==> src/rtl/sound_sequencer.sv <==
// Shares one square-wave audio pin between four prioritised game sounds.
// Each request is latched, granted by fixed priority and played as a short note sequence from a ROM.
module sound_sequencer #(
  parameter int TICK_DIV = 25100
) (
  input  logic       clk,
  input  logic       reset_n,
  input  logic [3:0] req,
  input  logic       mute,
  output logic       audio_out,
  output logic       busy,
  output logic [1:0] active_id,
  output logic       done,
  output logic [1:0] done_id
);

  typedef enum logic [1:0] {IDLE, LOAD, PLAY, DONE} state_t;

  localparam logic [15:0] TICK_LAST = 16'(TICK_DIV - 1);

  state_t      state, state_nx;
  logic [3:0]  pending, pending_nx;
  logic [3:0]  clear, drop;
  logic [1:0]  id_q, id_nx;
  logic [1:0]  note_q, note_nx;
  logic [16:0] hp_q, hp_nx;
  logic [16:0] hp_cnt, hp_cnt_nx;
  logic [15:0] pre_cnt, pre_cnt_nx;
  logic [9:0]  dur_cnt, dur_cnt_nx;
  logic        tone, tone_nx;
  logic [26:0] first_note, next_note;
  logic        tick_wrap, note_end;

  // Returns {half_period[16:0], duration_ticks[9:0]}; a zero half-period ends the sound.
  function automatic logic [26:0] note_rom(input logic [1:0] id, input logic [1:0] idx);
    case ({id, idx})
      4'b00_00: note_rom = {17'd20000, 10'd150};
      4'b00_01: note_rom = {17'd25000, 10'd150};
      4'b00_10: note_rom = {17'd30000, 10'd300};
      4'b01_00: note_rom = {17'd14261, 10'd100};
      4'b01_01: note_rom = {17'd11300, 10'd100};
      4'b01_10: note_rom = {17'd9500,  10'd200};
      4'b10_00: note_rom = {17'd9500,  10'd80};
      4'b10_01: note_rom = {17'd7100,  10'd120};
      4'b11_00: note_rom = {17'd14261, 10'd80};
      default:  note_rom = '0;
    endcase
  endfunction

  function automatic logic [1:0] lowest(input logic [3:0] p);
    casez (p)
      4'b???1: lowest = 2'd0;
      4'b??10: lowest = 2'd1;
      4'b?100: lowest = 2'd2;
      default: lowest = 2'd3;
    endcase
  endfunction

  function automatic logic [3:0] onehot(input logic [1:0] i);
    onehot = 4'b0001 << i;
  endfunction

  always_ff @(posedge clk or negedge reset_n) begin
    if (!reset_n) begin
      state   <= IDLE;
      pending <= '0;
      id_q    <= '0;
      note_q  <= '0;
      hp_q    <= '0;
      hp_cnt  <= '0;
      pre_cnt <= '0;
      dur_cnt <= '0;
      tone    <= 1'b0;
    end else begin
      state   <= state_nx;
      pending <= pending_nx;
      id_q    <= id_nx;
      note_q  <= note_nx;
      hp_q    <= hp_nx;
      hp_cnt  <= hp_cnt_nx;
      pre_cnt <= pre_cnt_nx;
      dur_cnt <= dur_cnt_nx;
      tone    <= tone_nx;
    end
  end

  always_comb begin
    state_nx   = state;
    id_nx      = id_q;
    note_nx    = note_q;
    hp_nx      = hp_q;
    hp_cnt_nx  = hp_cnt;
    pre_cnt_nx = pre_cnt;
    dur_cnt_nx = dur_cnt;
    tone_nx    = tone;
    clear      = '0;
    first_note = note_rom(id_q, 2'd0);
    next_note  = note_rom(id_q, note_q + 2'd1);
    tick_wrap  = (pre_cnt == TICK_LAST);
    note_end   = tick_wrap && (dur_cnt == 10'd1);

    case (state)
      IDLE: begin
        if (|pending) begin
          id_nx    = lowest(pending);
          clear    = onehot(id_nx);
          state_nx = LOAD;
        end
      end
      LOAD: begin
        {hp_nx, dur_cnt_nx} = first_note;
        note_nx    = 2'd0;
        hp_cnt_nx  = '0;
        pre_cnt_nx = '0;
        tone_nx    = 1'b1;
        state_nx   = PLAY;
      end
      PLAY: begin
        // Anything pending below the active index outranks the current sound.
        if (|(pending & (onehot(id_q) - 4'd1))) begin
          id_nx    = lowest(pending);
          clear    = onehot(id_nx);
          tone_nx  = 1'b0;
          state_nx = LOAD;
        end else if (note_end) begin
          if (note_q == 2'd2 || next_note[26:10] == '0) begin
            tone_nx  = 1'b0;
            state_nx = DONE;
          end else begin
            {hp_nx, dur_cnt_nx} = next_note;
            note_nx    = note_q + 2'd1;
            hp_cnt_nx  = '0;
            pre_cnt_nx = '0;
            tone_nx    = 1'b1;
          end
        end else begin
          if (hp_cnt == hp_q - 17'd1) begin
            hp_cnt_nx = '0;
            tone_nx   = ~tone;
          end else begin
            hp_cnt_nx = hp_cnt + 17'd1;
          end
          if (tick_wrap) begin
            pre_cnt_nx = '0;
            dur_cnt_nx = dur_cnt - 10'd1;
          end else begin
            pre_cnt_nx = pre_cnt + 16'd1;
          end
        end
      end
      DONE: begin
        tone_nx  = 1'b0;
        state_nx = IDLE;
      end
      default: state_nx = IDLE;
    endcase

    // A repeat request for the sound already loading or playing is ignored.
    drop       = (state == LOAD || state == PLAY) ? onehot(id_q) : 4'b0000;
    pending_nx = (pending & ~clear) | (req & ~drop);
  end

  assign audio_out = tone & ~mute;
  assign busy      = (state == LOAD) || (state == PLAY);
  assign active_id = id_q;
  assign done      = (state == DONE);
  assign done_id   = done ? id_q : 2'd0;

endmodule

==> config.mk <==
export PLATFORM = sky130hd
export DESIGN_NAME = sound_sequencer
export DESIGN_NICKNAME = d
export VERILOG_FILES = /design/src/rtl/sound_sequencer.sv
export SDC_FILE = /design/constraint.sdc
export NUM_CORES = 1
export LEC_CHECK = 0
export ABC_AREA = 1
export CAP_MARGIN = 30
export CORE_ASPECT_RATIO = 1.25
export CORE_MARGIN = 10
export CORE_UTILIZATION = 60
export DETAILED_ROUTE_END_ITERATION = 12
export MAX_ROUTING_LAYER = met4
export PLACE_DENSITY_LB_ADDON = 0.25
export SLEW_MARGIN = 5
export SYNTH_ARGS = -nofsm -noshare
export SYNTH_HDL_FRONTEND = slang
export SYNTH_SLANG_ARGS = --single-unit
==> constraint.sdc <==
create_clock -name clk -period 3.1 [get_ports clk]
set_input_delay 0.62 -clock clk [delete_from_list [all_inputs] [get_ports clk]]
set_output_delay 0.62 -clock clk [all_outputs]
set_load 0.005 [all_outputs]
==> results_dict.tcl <==
set metrics [dict create \
    synth_cell_types 37 \
    place_congestion 0.9500 \
    antenna_cells 0 \
    vias_per_cell 5.669 \
    hold_viol 0 \
    cts_hold_buf 0 \
    start_util_pct 61.37 \
    yosys.area.top_type "dfrtp_1" \
    synth_edf_count 0 \
    io_buffers 13 \
    fmax_mhz 363.0 \
    crit_fanout 21 \
    wirelength_mm 12.60 \
    syn_area_per_cell_um2 6.556 \
    synthesis.area_mm2 0.005029 \
    ys_top_cells_by_area "dfrtp_1 (33%), nand2_1 (17%), nand3_1 (7.8%), inv_1 (6.6%), nor2_1 (6.6%)" \
    irDropWorstVdd_mv 0.2951 \
    crit_required_ns 3.35 \
    slew_viol_final 0 \
    finalSetupViolCount 0 \
    rsz0062_at_grt "false" \
    synth_fa_ha_area_share_pct 3.981 \
    die_h_um 122.4 \
    synth-seq-cells 67 \
    numCtsBuffers 9 \
    syn_to_final_growth_pct 8.559 \
    slew_headroom_pct 50.40 \
    grt_pass1_wl_mm 21.56 \
    tightest_slew_ns 0.7440 \
    layout.area.seq_mm2 0.001677 \
    synth_top_family_by_area "simple AND/OR/NAND/NOR gates" \
    grt_overflow 0 \
    regToRegSetupSlack_ns 0.34 \
    antenna_left 0 \
    yosysWarnings 0 \
    period_share_pct 88.87 \
    ys_top_cells_by_count "nand2_1 (231), inv_1 (89), nor2_1 (89), nand3_1 (78), dfrtp_1 (67)" \
    status "completed" \
    std_cell_rows 37 \
    grt_pass1_vias 4782 \
    crit_type "reg2reg" \
    clock_latency_ns 0.37 \
    synth_compound_area_share_pct 9.281 \
    muxShareOfSynthArea_pct 0 \
    cts_setup_buffers 0 \
    synth-xor-area-share_pct 3.832 \
    cp-end-kind "flop" \
    async_reset_ff_share_pct 100.0 \
    synth_top_cell_area_share_pct 33.34 \
    hp-class "in2async" \
    period_needed_ns 2.755 \
    skew_ns 0.01177 \
    vias 5000 \
    cts_tree "done" \
    nFillCells 744 \
    netlist_instances 767 \
    reg2reg_to "dur_cnt[5]$_DFFE_PN0P_" \
    grt_max_degree 37 \
    track_usage_pct 21.91 \
    routedWlPerCell_um 14.28 \
    yosys.area_share.simple_pct 39.79 \
    p_total_w 0.001770 \
    cellLeakagePower_nw 2.756 \
    clock-sinks 67 \
    ctsRootBufferMaster "clkbuf_8" \
    ys_seq_area_share_pct 33.34 \
    yosys.cell_count.top_type "nand2_1" \
    setup_tns_ns 0 \
    r2r-start "note_q[0]$_DFFE_PN0P_" \
    crit_arrival_ns 3.01 \
    route.detailed.drc 0 \
    cts_max_path_buffers 2 \
    dr.pass1.iters 5 \
    worstRegToRegCells 16 \
    antenna_found_initial 0 \
    cts_htree_levels 3 \
    io-pin-count 14 \
    coreArea_mm2 0.008194 \
    hpwlAfterDp_mm 9.572 \
    nets 803 \
    cap_violations 0 \
    synthFlopType "dfrtp_1" \
    cts_resized 0 \
    cts.clk_slew.worst_paths_ns 0.08 \
    die_w_um 101.9 \
    p_per_area_mw_per_mm2 324.2 \
    multi_input_comb_area_mm2 0.002860 \
    drt_iter0_markers 392 \
    cp-start-kind "flop" \
    syn_nets 790 \
    fp.dieArea_mm2 0.01247 \
    drive_gt1_share_pct 6.879 \
]
-- kinds of logic after synthesis --
| kind of cell | after synthesis |
|---|---|
| AO/OA/AOI/OAI | 85 |
| adder cells (fa/ha/maj) | 16 |
| buffers and inverters | 116 |
| XOR/XNOR | 22 |
| AND/OR/NAND/NOR | 461 |
| flip-flops | 67 |
-- worst max-delay path: stages (launching register included) --
cell and delay [ns]:
dfrtp_1 0.42, inv_1 0.14, ha_1 0.36, nor2_1 0.20, nand2_1 0.11, nand2_1 0.11
nor2_2 0.05, nand2_1 0.06, nor2_1 0.04, nand3_1 0.08, nand2_2 0.07, nand3_2 0.20
nand2_4 0.20, nor2_4 0.32, inv_1 0.14, nand2_1 0.09, nand2_1 0.05
-- layout by cell type (no fill, tap or decap), types with 2 or more instances in the layout --
master	n
xnor2_1	2
clkbuf_8	9
xor2_1	20
nand2_2	3
nor3b_1	2
nand3_2	3
inv_1	89
dfrtp_1	67
inv_2	6
ha_1	16
nor3_1	12
clkdlybuf4s50_1	12
o21ai_1	11
buf_4	9
inv_8	2
nand4_1	25
a21oi_1	6
o21ai_2	6
nor2_1	89
nand3_1	78
nand3b_1	3
nand2_1	231
o21ai_0	55
or2_2	2
bufinv_16	2
nor2_2	4
nor4_1	5
inv_6	2
-- final cells by class --
class	instances	area share, %
multi-input combinational	584	52.40
tap	97	2.223
timing repair buffer	23	3.896
sequential	67	30.71
clock buffer	9	2.269
inverter	95	6.532
clock inverter	7	1.971
-- layer usage --
layer / GRT usage (%) / wire length [µm] / share of wire (%) / up-vias
met1: 25.27 / 5509 / 44 / 2297
met2: 36.26 / 6085 / 48 / 163
met3: 3.598 / 581 / 4.6 / 42
li1: - / - / - / 2498
met5: - / 0 / 0 / -
met4: 10.78 / 421 / 3.3 / 0
-- registers in the layout, summed over array words and instances (netlist names) --
signal and count:
active_id 2, dur_cnt 10, hp_cnt 17, hp_q 13
note_q 2, pending 4, pre_cnt 16, state 2
tone 1
-- stage by stage --
stage	setup WS, ns	hold slack [ns]	util, %	instance area [µm²]	instances
6_report	0.3449	0.3157	66.62	5459	882
5_1_grt	0.006131	0.3536	66.62	5459	882
4_1_cts	0.3542	0.3301	66.62	5459	882
3_5_place_dp	0.3641	0.5172	63.80	5228	866
3_3_place_gp	0.4649	0.4805	63.80	5228	866
2_1_floorplan	0.9112	0.3244	-	5029	767
-- how the worst max path moves through the flow --
stage,slack [ns],cells past startpoint,endpoint,startpoint
2_1_floorplan,0.91,17,hp_cnt[13]$_DFFE_PN0P_,note_q[0]$_DFFE_PN0P_
3_3_place_gp,0.46,16,dur_cnt[0]$_DFFE_PN0P_,note_q[0]$_DFFE_PN0P_
3_5_place_dp,0.36,16,dur_cnt[5]$_DFFE_PN0P_,note_q[0]$_DFFE_PN0P_
4_1_cts,0.35,16,dur_cnt[5]$_DFFE_PN0P_,note_q[0]$_DFFE_PN0P_
5_1_grt,0.006,16,dur_cnt[5]$_DFFE_PN0P_,note_q[0]$_DFFE_PN0P_
6_report,0.34,16,dur_cnt[5]$_DFFE_PN0P_,note_q[0]$_DFFE_PN0P_
-- where the power goes --
group	internal, W	switching (W)
clock	0.000469	0.000396
combinational	0.0000105	0.0000194
sequential	0.000874	0.000000810
No activity file was read; power rests on OpenSTA's default activity.
